--- config.mk ---
export PLATFORM = sky130hd
export DESIGN_NAME = delay_line_sched
export DESIGN_NICKNAME = d
export VERILOG_FILES = /design/src/rtl/delay_sched_pkg.sv /design/src/rtl/delay_line_sched_rr_arbiter.sv /design/src/rtl/delay_line_sched.sv
export SDC_FILE = /design/constraint.sdc
export NUM_CORES = 1
export LEC_CHECK = 0
export CAP_MARGIN = 20
export CORE_ASPECT_RATIO = 0.5
export CORE_UTILIZATION = 42
export CTS_CLUSTER_SIZE = 40
export DETAILED_ROUTE_END_ITERATION = 12
export PLACE_DENSITY = 0.88
export SYNTH_ARGS = -nofsm -noshare
export SYNTH_HDL_FRONTEND = slang
export SYNTH_HIERARCHICAL = 1
export SYNTH_SLANG_ARGS = --single-unit
--- constraint.sdc ---
create_clock -name clk -period 6.21 [get_ports clk]
set_input_delay 1.242 -clock clk [delete_from_list [all_inputs] [get_ports clk]]
set_output_delay 1.242 -clock clk [all_outputs]
set_load 0.02 [all_outputs]
--- src/rtl/delay_sched_pkg.sv ---
// -----------------------------------------------------------------------------
// delay_sched_pkg
// Shared definitions for the lane issue schedulers:
//   CRED_W    - width of the credit counter seen on the scheduler interface
//   TAG_ID_W  - id width carried in a tag (wide enough for 8 requesters)
//   tag_t     - one delay-line tag stage {valid, id}
//   id_w()    - encoded requester id width for a given requester count
// -----------------------------------------------------------------------------
package delay_sched_pkg;

    localparam int CRED_W   = 8;
    localparam int TAG_ID_W = 3;

    typedef struct packed {
        logic                valid;
        logic [TAG_ID_W-1:0] id;
    } tag_t;

    // Width of an encoded requester id; never narrower than one bit.
    function automatic int id_w(input int n);
        int w;
        w = 1;
        while ((32'sd1 <<< w) < n) begin
            w = w + 1;
        end
        return w;
    endfunction

endpackage

--- src/rtl/delay_line_sched_rr_arbiter.sv ---
// -----------------------------------------------------------------------------
// rr_arbiter
// Combinational round-robin arbiter. The search starts at ptr+1 and wraps
// modulo N; the first asserted request wins.
// Ports:
//   req  in  N      request vector
//   ptr  in  IDX_W  index of the most recently served requester
//   en   in  1      global enable; when low no grant is produced
//   gnt  out N      one-hot grant (or zero)
//   idx  out IDX_W  encoded index of the granted requester (0 when none)
// -----------------------------------------------------------------------------
module rr_arbiter
    import delay_sched_pkg::*;
#(
    parameter int N     = 2,
    parameter int IDX_W = id_w(N)
) (
    input  logic [N-1:0]     req,
    input  logic [IDX_W-1:0] ptr,
    input  logic             en,
    output logic [N-1:0]     gnt,
    output logic [IDX_W-1:0] idx
);

    logic found_s;
    logic hit_s;

    // Two-pass priority search: first the requesters above the pointer, then
    // wrap around to those at or below it. This avoids a modulo on the index.
    always_comb begin
        gnt     = '0;
        idx     = '0;
        found_s = 1'b0;
        hit_s   = 1'b0;
        for (int i = 0; i < N; i++) begin
            hit_s   = en && !found_s && req[i] && (IDX_W'(i) > ptr);
            gnt[i]  = gnt[i] | hit_s;
            idx     = hit_s ? IDX_W'(i) : idx;
            found_s = found_s | hit_s;
        end
        for (int i = 0; i < N; i++) begin
            hit_s   = en && !found_s && req[i] && (IDX_W'(i) <= ptr);
            gnt[i]  = gnt[i] | hit_s;
            idx     = hit_s ? IDX_W'(i) : idx;
            found_s = found_s | hit_s;
        end
    end

endmodule

--- src/rtl/delay_line_sched.sv ---
// -----------------------------------------------------------------------------
// delay_line_sched
// Round-robin issue scheduler sharing one fixed-latency, stall-free datapath
// among NUM_REQ requesters. Every issued operand carries a {valid, id} tag
// through a tag delay line aligned with the datapath, so the result leaving
// the datapath LATENCY clocks later is returned with its requester id.
// Because the datapath cannot stall, issue is gated by credits for the
// downstream result buffer.
// Ports:
//   clk        in   1                   rising-edge clock
//   reset      in   1                   synchronous active-high reset
//   req_valid  in   NUM_REQ             per-requester operand valid
//   req_ready  out  NUM_REQ             grant, combinational, one-hot or zero
//   req_data   in   NUM_REQ*DATA_WIDTH  operands, requester i at [i*DW +: DW]
//   dp_in      out  DATA_WIDTH          operand into the datapath (0 if idle)
//   dp_out     in   DATA_WIDTH          datapath output, LATENCY clocks later
//   res_valid  out  1                   registered result strobe
//   res_data   out  DATA_WIDTH          registered result
//   res_id     out  ID_W                registered originating requester
//   res_credit in   1                   downstream freed one buffer entry
//   credits    out  8                   current credit count
//   busy       out  1                   token in flight or result pending
//   err        out  1                   sticky credit-overflow flag
// -----------------------------------------------------------------------------
module delay_line_sched
    import delay_sched_pkg::*;
#(
    parameter  int DATA_WIDTH = 18,
    parameter  int LATENCY    = 7,
    parameter  int NUM_REQ    = 2,
    parameter  int CREDITS    = 8,
    localparam int ID_W       = id_w(NUM_REQ)
) (
    input  logic                          clk,
    input  logic                          reset,
    input  logic [NUM_REQ-1:0]            req_valid,
    output logic [NUM_REQ-1:0]            req_ready,
    input  logic [NUM_REQ*DATA_WIDTH-1:0] req_data,
    output logic [DATA_WIDTH-1:0]         dp_in,
    input  logic [DATA_WIDTH-1:0]         dp_out,
    output logic                          res_valid,
    output logic [DATA_WIDTH-1:0]         res_data,
    output logic [ID_W-1:0]               res_id,
    input  logic                          res_credit,
    output logic [CRED_W-1:0]             credits,
    output logic                          busy,
    output logic                          err
);

    localparam logic [CRED_W-1:0]   CRED_MAX  = CRED_W'(CREDITS);
    localparam logic [ID_W-1:0]     PTR_RESET = ID_W'(NUM_REQ - 1);
    localparam logic [TAG_ID_W:0]   ID_LIMIT  = (TAG_ID_W + 1)'(NUM_REQ);

    logic [ID_W-1:0]       ptr_r;
    logic [CRED_W-1:0]     credits_r;
    logic                  err_r;
    tag_t                  tag_r [LATENCY];
    logic                  res_valid_r;
    logic [DATA_WIDTH-1:0] res_data_r;
    logic [ID_W-1:0]       res_id_r;

    logic                  arb_en_s;
    logic [NUM_REQ-1:0]    gnt_s;
    logic [ID_W-1:0]       idx_s;
    logic                  issue_s;
    logic                  out_ok_s;
    logic                  busy_s;
    tag_t                  out_tag_s;

    // No grant while out of credits or while reset is held.
    assign arb_en_s = (credits_r != {CRED_W{1'b0}}) && !reset;

    rr_arbiter #(
        .N     (NUM_REQ),
        .IDX_W (ID_W)
    ) u_arb (
        .req (req_valid),
        .ptr (ptr_r),
        .en  (arb_en_s),
        .gnt (gnt_s),
        .idx (idx_s)
    );

    // The arbiter only grants asserted requests, so any grant is a transfer.
    assign issue_s   = |gnt_s;
    assign req_ready = gnt_s;

    // Operand mux into the datapath; zero when nothing transfers.
    always_comb begin
        dp_in = '0;
        if (issue_s) begin
            dp_in = req_data[idx_s*DATA_WIDTH +: DATA_WIDTH];
        end else begin
            dp_in = '0;
        end
    end

    assign out_tag_s = tag_r[LATENCY-1];
    // A tag whose id is out of range can only come from corrupted state; such
    // a token is dropped instead of being routed to a nonexistent requester.
    assign out_ok_s  = out_tag_s.valid && ({1'b0, out_tag_s.id} < ID_LIMIT);

    // Round-robin pointer: follows the last served requester only on transfers.
    always_ff @(posedge clk) begin
        if (reset) begin
            ptr_r <= PTR_RESET;
        end else if (issue_s) begin
            ptr_r <= idx_s;
        end else begin
            ptr_r <= ptr_r;
        end
    end

    // Tag delay line, shifted every clock in lockstep with the datapath;
    // clearing the valids on reset discards whatever is still in flight.
    always_ff @(posedge clk) begin
        if (reset) begin
            for (int i = 0; i < LATENCY; i++) begin
                tag_r[i] <= '0;
            end
        end else begin
            tag_r[0] <= '{valid: issue_s, id: TAG_ID_W'(idx_s)};
            for (int i = 1; i < LATENCY; i++) begin
                tag_r[i] <= tag_r[i-1];
            end
        end
    end

    // Result register: captures the datapath output when its tag arrives;
    // data and id hold their last value between results.
    always_ff @(posedge clk) begin
        if (reset) begin
            res_valid_r <= 1'b0;
            res_data_r  <= '0;
            res_id_r    <= '0;
        end else if (out_ok_s) begin
            res_valid_r <= 1'b1;
            res_data_r  <= dp_out;
            res_id_r    <= out_tag_s.id[ID_W-1:0];
        end else begin
            res_valid_r <= 1'b0;
            res_data_r  <= res_data_r;
            res_id_r    <= res_id_r;
        end
    end

    // Credit counter and sticky overflow flag. An issue and a returned credit
    // in the same cycle cancel. A credit returned while already full means the
    // downstream buffer lost track; saturate and flag it.
    always_ff @(posedge clk) begin
        if (reset) begin
            credits_r <= CRED_MAX;
            err_r     <= 1'b0;
        end else begin
            case ({issue_s, res_credit})
                2'b10: begin
                    credits_r <= credits_r - CRED_W'(1);
                    err_r     <= err_r;
                end
                2'b01: begin
                    if (credits_r >= CRED_MAX) begin
                        credits_r <= CRED_MAX;
                        err_r     <= 1'b1;
                    end else begin
                        credits_r <= credits_r + CRED_W'(1);
                        err_r     <= err_r;
                    end
                end
                default: begin
                    credits_r <= credits_r;
                    err_r     <= err_r;
                end
            endcase
        end
    end

    // Busy whenever any tag stage holds a token or a result is being presented.
    always_comb begin
        busy_s = res_valid_r;
        for (int i = 0; i < LATENCY; i++) begin
            busy_s = busy_s | tag_r[i].valid;
        end
    end

    assign res_valid = res_valid_r;
    assign res_data  = res_data_r;
    assign res_id    = res_id_r;
    assign credits   = credits_r;
    assign err       = err_r;
    assign busy      = busy_s;

endmodule

# == Word level (Yosys, flattened, before mapping) ==
# Memories as Yosys holds them, arrays and structs flattened.
# Cells that the tools add are included.
# Widths: inputs -> output; s select.
# totals
ff_bits,30
ramBits,28
in_bits,59
output_inout_bits,50
wordCells,75
n_memories,1
# mem_list
name,words,width,read_ports,rd_clocked_by_memory_dff,write_ports,line_no,rtl
tag_r,7,4,7,0,7,delay_line_sched.sv:57,tag_t tag_r [LATENCY];
# classes
n_addsub,2
n_mul,1
magnitude_cmp,6
n_eq_ne,2
shifts,1
n_mux,17
bitwise,18
reduce_logical,21
# ops
operator,n
$shiftx 36x7->18,1
$mux 4,7
$mux 18,1
$or 1x1->1,18
$pmux 8 s2,1
$logic_and 1x1->1,13
$add 8x1->8 const B,1
$ge 8x4->1 const B,1
$mux 8,1
$reduce_bool 8->1,1
$sub 8x1->8 const B,1
$mux 1,7
$mul 1x4->5 const B,1
$logic_not 1->1,4
$lt 3x2->1 const B,1
$eq 2x1->1 const B,1
$eq 2x2->1 const B,1
$gt 1x1->1 const A,2
$le 1x1->1 const A,2
$reduce_and 2->1,1
$reduce_bool 2->1,1
$reduce_or 2->1,1

# == Depth between registers and ports, before layout ==
# depth
depth_word,22
depth_mapped,12
ltp_nobuf,10

# == Cells and area by module ==
# The synthesis kept the hierarchy.
# by_module_without_submodules
mod,n_inst,cells_each,area_each_um2,seq_area_each_um2
delay_line_sched,1,208,1994.4,880.8
rr_arbiter,1,6,26.3,0.0

# == Worst setup path before layout ==
# No wires, ideal clock.
# synth_path
path_kind,input -> output
from,input port reset
to,output port dp_in[10]
t_arrival_ns,2.853
required_time_ns,4.968
setup_slack_ns,2.115
cell_stages,8
n_path_buf,3
cell_sequence,buf_6 > buf_2 > a31oi_1 > nand2_1 > a21oi_1 > nor2_1 > clkbuf_1 > nor2_1
# synth_between
word_cells_on_any_way,27
classes_between,mul (1); shift (1); mux (4); bitwise (4); reduce/logical (17)
# synth_lines
item,line_no,rtl
from (decl),delay_line_sched.sv:35,"input logic reset,"
$logic_not 1->1 *,delay_line_sched.sv:71,assign arb_en_s = (credits_r != {CRED_W{1'b0}}) && !reset;
$logic_and 1x1->1 *,delay_line_sched.sv:71,
via arb_en_s,delay_line_sched.sv:62,logic arb_en_s;
$logic_and 1x1->1 (2 in a row),delay_line_sched_rr_arbiter.sv:36,hit_s = en && !found_s && req[i] && (IDX_W'(i) > ptr);
$logic_not 1->1,delay_line_sched_rr_arbiter.sv:36,
$logic_and 1x1->1 (3 in a row),delay_line_sched_rr_arbiter.sv:36,
$or 1x1->1,delay_line_sched_rr_arbiter.sv:39,found_s = found_s | hit_s;
$logic_not 1->1,delay_line_sched_rr_arbiter.sv:42,hit_s = en && !found_s && req[i] && (IDX_W'(i) <= ptr);
$logic_and 1x1->1 (3 in a row),delay_line_sched_rr_arbiter.sv:42,
$or 1x1->1,delay_line_sched_rr_arbiter.sv:45,found_s = found_s | hit_s;
$logic_not 1->1,delay_line_sched_rr_arbiter.sv:42,
$logic_and 1x1->1 (3 in a row),delay_line_sched_rr_arbiter.sv:42,
$or 1x1->1 *,delay_line_sched_rr_arbiter.sv:43,gnt[i] = gnt[i] | hit_s;
via req_ready[1],delay_line_sched.sv:37,"output logic [NUM_REQ-1:0] req_ready,"
$reduce_or 2->1 *,delay_line_sched.sv:85,assign issue_s = |gnt_s;
$mux 18 *,delay_line_sched.sv:91,if (issue_s) begin
to (decl),delay_line_sched.sv:39,"output logic [DATA_WIDTH-1:0] dp_in,"
# The timed path passes the listed nets; every way through them passes the cells marked *.

# == Worst setup path in the final report ==
# layout_path
from,input port reset
to,output port dp_in[7]
# layout_between
elab_chain_len,22
word_cells_on_any_way,27
classes_between,mul (1); shift (1); mux (4); bitwise (4); reduce/logical (17)
# layout_rtl
item,line_no,rtl
$logic_not 1->1 *,delay_line_sched.sv:71,
$logic_and 1x1->1 *,delay_line_sched.sv:71,
via arb_en_s,delay_line_sched.sv:62,
$logic_and 1x1->1 (2 in a row),delay_line_sched_rr_arbiter.sv:36,
$logic_not 1->1,delay_line_sched_rr_arbiter.sv:36,
$logic_and 1x1->1 (3 in a row),delay_line_sched_rr_arbiter.sv:36,
$or 1x1->1,delay_line_sched_rr_arbiter.sv:39,
$logic_not 1->1,delay_line_sched_rr_arbiter.sv:42,
$logic_and 1x1->1 (3 in a row),delay_line_sched_rr_arbiter.sv:42,
$or 1x1->1,delay_line_sched_rr_arbiter.sv:45,
$logic_not 1->1,delay_line_sched_rr_arbiter.sv:42,
$logic_and 1x1->1 (3 in a row),delay_line_sched_rr_arbiter.sv:42,
$mux 1 *,delay_line_sched_rr_arbiter.sv:44,idx = hit_s ? IDX_W'(i) : idx;
via idx_s,delay_line_sched.sv:64,logic [ID_W-1:0] idx_s;
$mul 1x4->5 *,delay_line_sched.sv:92,dp_in = req_data[idx_s*DATA_WIDTH +: DATA_WIDTH];
$shiftx 36x7->18 *,delay_line_sched.sv:92,
$mux 18 *,delay_line_sched.sv:91,
# Marks and branches as above.

==> results.md <==
- Clk buf depth: 2
- CTS Sinks: 44
- Post-Synthesis Mean Instance Area: 9.442 um2
- CP startpoint kind: input pin
- CP Cell Sequence: clkdlybuf4s50_1 > a31oi_1 > nand2_1 > a21oi_2 > buf_4 > mux2i_1 > nor2_1 > clkdlybuf4s50_1
- Largest net degree at the start of global routing: 46
- Multiplexer share of the synthesized area: 18.33%
- Final slew viol count: 0
- Achievable clock frequency: 220.8 MHz
- Hold path cells: 1
- Core Box Area: 4509 um2
- HP Start: tag_r[0][14]$_SDFF_PP0_
- CP Launch Point: reset
- Max-slew headroom at the worst pin: 70.33%
- Post-synth EDFFs: 0
- Max-cap violations: 0
- Clock root buffer: clkbuf_8
- Cts hold-fix bufs: 0
- Yosys top cell by area: dfxtp_1
- IO buf count: 108
- Worst reg2reg path endpoint: credits[7]$_SDFFE_PP0P_
- Share of cells above drive strength 1: 5.919%
- Setup Viol. Count Final: 0
- Most used cell, CP: clkdlybuf4s50_1
- Drt drc: 0
- Crit-path max FO: 20
- Slowest Stage Delay on Critical Path: 610 ps
- Routed WL: 5096 um
- First drt pass iteration count: 4
- PwrDens: 224.7 nW/um2
- R2r setup slk: 3440 ps
- Final hold vios: 0
- Main synth FF type: dfxtp_1
- Via Count: 1902
- Type of destination of the critical path: output port
- Initial antenna violation count: 0
- CP Data Required Time: 4970 ps
- Status: finished, final reports clean
- Least-Margin Pin Slew: 445.0 ps
- Clock-pin slew on the worst setup and hold paths: 80 ps
- Die extent in y: 51.05 um
- # H-tree levels: 2
- Reg2Reg Depth: 10
- Synth Net Count: 277
- Post-Synth XOR/XNOR Area: 0.4334%
- Post-synthesis adder-cell area fraction: 2.477%
- Simple-Gate Fraction of Synth Area: 21.92%
- RSZ-0062 raised after global routing: false
- Filler instances: 354
- Initial DRC Count: 74
- Clock Latency Late Sink: 280 ps
- HP Class: reg -> reg
- Vias in the first global route: 1766
- Hold endpoint: tag_r[0][18]$_SDFF_PP0_
- Most numerous cell in the Yosys netlist: dfxtp_1
- Synth area leaders: dfxtp_1, mux2i_1, nor2_1
- Most common library cells after synthesis: dfxtp_1, nor2_1, mux2i_1
- Non-Filler Instances: 387
- CTS buffer count: 5
- Main combinational cell family by area after synthesis: simple AND/OR/NAND/NOR gates
- N_diodes: 0
- CTS tree: yes
- WL/cell: 13.17 um
- Cells after Synth: 214
- CP Data Arrival Time: 3290 ps
- Routability cong.: 0.8237
- WHS: 441.4 ps
- Crit share post-route: 72.92%
- Die area: 5109 um2
- Postcts setup bufs: 0
- Synthesized cell area: 2021 um2
- Max VDD drop: 173.6 uV
- CP Class: in -> out
- Starting Density: 44.81%
- Synth async-reset ratio: 0%
- Syn-to-layout area delta: 60.25%
- YS warnings: 6
- Clock skew: 5.846 ps
- Synth Register Bits: 44
- Critical R2R Launch: credits[0]$_SDFFE_PP0P_
- Lkg Pwr: 1.156 nW
- CTS resizes: 0
- Tmin final: 4528 ps
- Die width: 100.1 um
- IO Pins: 109
- GRT overflow: 0
- Slowest CP cell: clkdlybuf4s50_1
- Detailed Place HPWL: 3867 um
- Seq/Total Area, Yosys: 43.59%
- Fin nets: 383
- # rows: 17
- Distinct cells, synth: 38
- Setup TNS: 0 ps
- Compound-gate portion of the synthesized area: 8.297%
- Vias per cell: 4.915
- Placed cells: 379
- First-pass GRT wire length: 7935 um
- Post-synth top area share: 43.59%
- Routed Antenna Nets: 0
- Total GRT Usage: 19.54%
cells by family after synthesis:
kind of cell             after synthesis
flip-flops                            44
AND/OR/NAND/NOR                       86
multiplexers                          37
adder cells (fa/ha/maj)                4
XOR/XNOR                               1
buffers and inverters                 19
AO/OA/AOI/OAI                         23
power breakdown:
group	internal [W]	total (W)	switching, W
combinational	0.000120	0.000227	0.000106
sequential	0.000294	0.000315	0.0000215
clock	0.0000901	0.000186	0.0000955
final cells by class:
cell class | count | area [um2] | share of cell area (%)
multi-input combinational | 151 | 1044 | 32.23
tap | 66 | 82.58 | 2.550
clock inverter | 2 | 15.01 | 0.4637
timing repair buffer | 112 | 1111 | 34.31
sequential | 44 | 880.8 | 27.20
inverter | 6 | 22.52 | 0.6955
clock buffer | 6 | 82.58 | 2.550
layer usage:
layer	global-route usage, %	wire (um)	part of all wire (%)
met3	4.378	185	3.6
met4	6.763	89	1.7
met5	0	0	0
met2	35.17	2575	51
met1	23.36	2245	44
worst max path at each step:
stage / end / slack (ps) / depth (start not counted)
2_1_floorplan: dp_in[10] / 2120 / 8
3_3_place_gp: dp_in[13] / 1730 / 8
3_5_place_dp: dp_in[14] / 1670 / 8
4_1_cts: dp_in[16] / 1670 / 8
5_1_grt: dp_in[16] / 1510 / 8
6_report: dp_in[7] / 1680 / 8
stage by stage:
stage / cell area, um2 / setup slack, ps / utilization, % / total power [W]
2_1_floorplan: 2021 / 2115 / - / 0.0004469
3_3_place_gp: 3141 / 1729 / 69.64 / 0.0005405
3_5_place_dp: 3141 / 1669 / 69.64 / 0.0005471
4_1_cts: 3238 / 1666 / 71.81 / 0.0007326
5_1_grt: 3238 / 1514 / 71.81 / 0.0007623
6_report: 3238 / 1682 / 71.81 / 0.0007278
state kept, by name, summed over array words and instances (netlist names):
name and count:
ptr_r 1, credits 8, res_valid 1, tag_r 14, err 1, res_id 1
res_data 18
worst max-delay path: cells and delay by family:
| kind | cells | cell delay [ps] |
|---|---|---|
| buffers and inverters | 3 | 1370 |
| and+or+nand+nor | 2 | 240 |
| muxes | 1 | 120 |
| AOI/OAI and AO/OA | 2 | 300 |
placed cells by master (no fill, tap or decap), drive strengths merged:
| cell type | instances |
|---|---|
| o211ai | 2 |
| mux2i | 37 |
| inv | 6 |
| nor3b | 1 |
| or4 | 4 |
| nand2 | 5 |
| buf | 4 |
| o311ai | 2 |
| a31oi | 1 |
| clkdlybuf4s50 | 108 |
| a21oi | 8 |
| a31o | 1 |
| clkinvlp | 2 |
| nor2b | 17 |
| dfxtp | 44 |
| o21a | 1 |
| nand4b | 1 |
| a211oi | 1 |
| a211o | 1 |
| nor2 | 43 |
| or3 | 1 |
| o2bb2ai | 1 |
| nor3 | 2 |
| nand3 | 4 |
| clkbuf | 6 |
| nand3b | 1 |
| nand2b | 1 |
| or2b | 1 |
| xnor2 | 1 |
| nor4 | 4 |
| ha | 4 |
| a221oi | 1 |
| or3b | 1 |
| a311oi | 2 |
| o21ai | 2 |
Power figures use the tool's default switching activity.
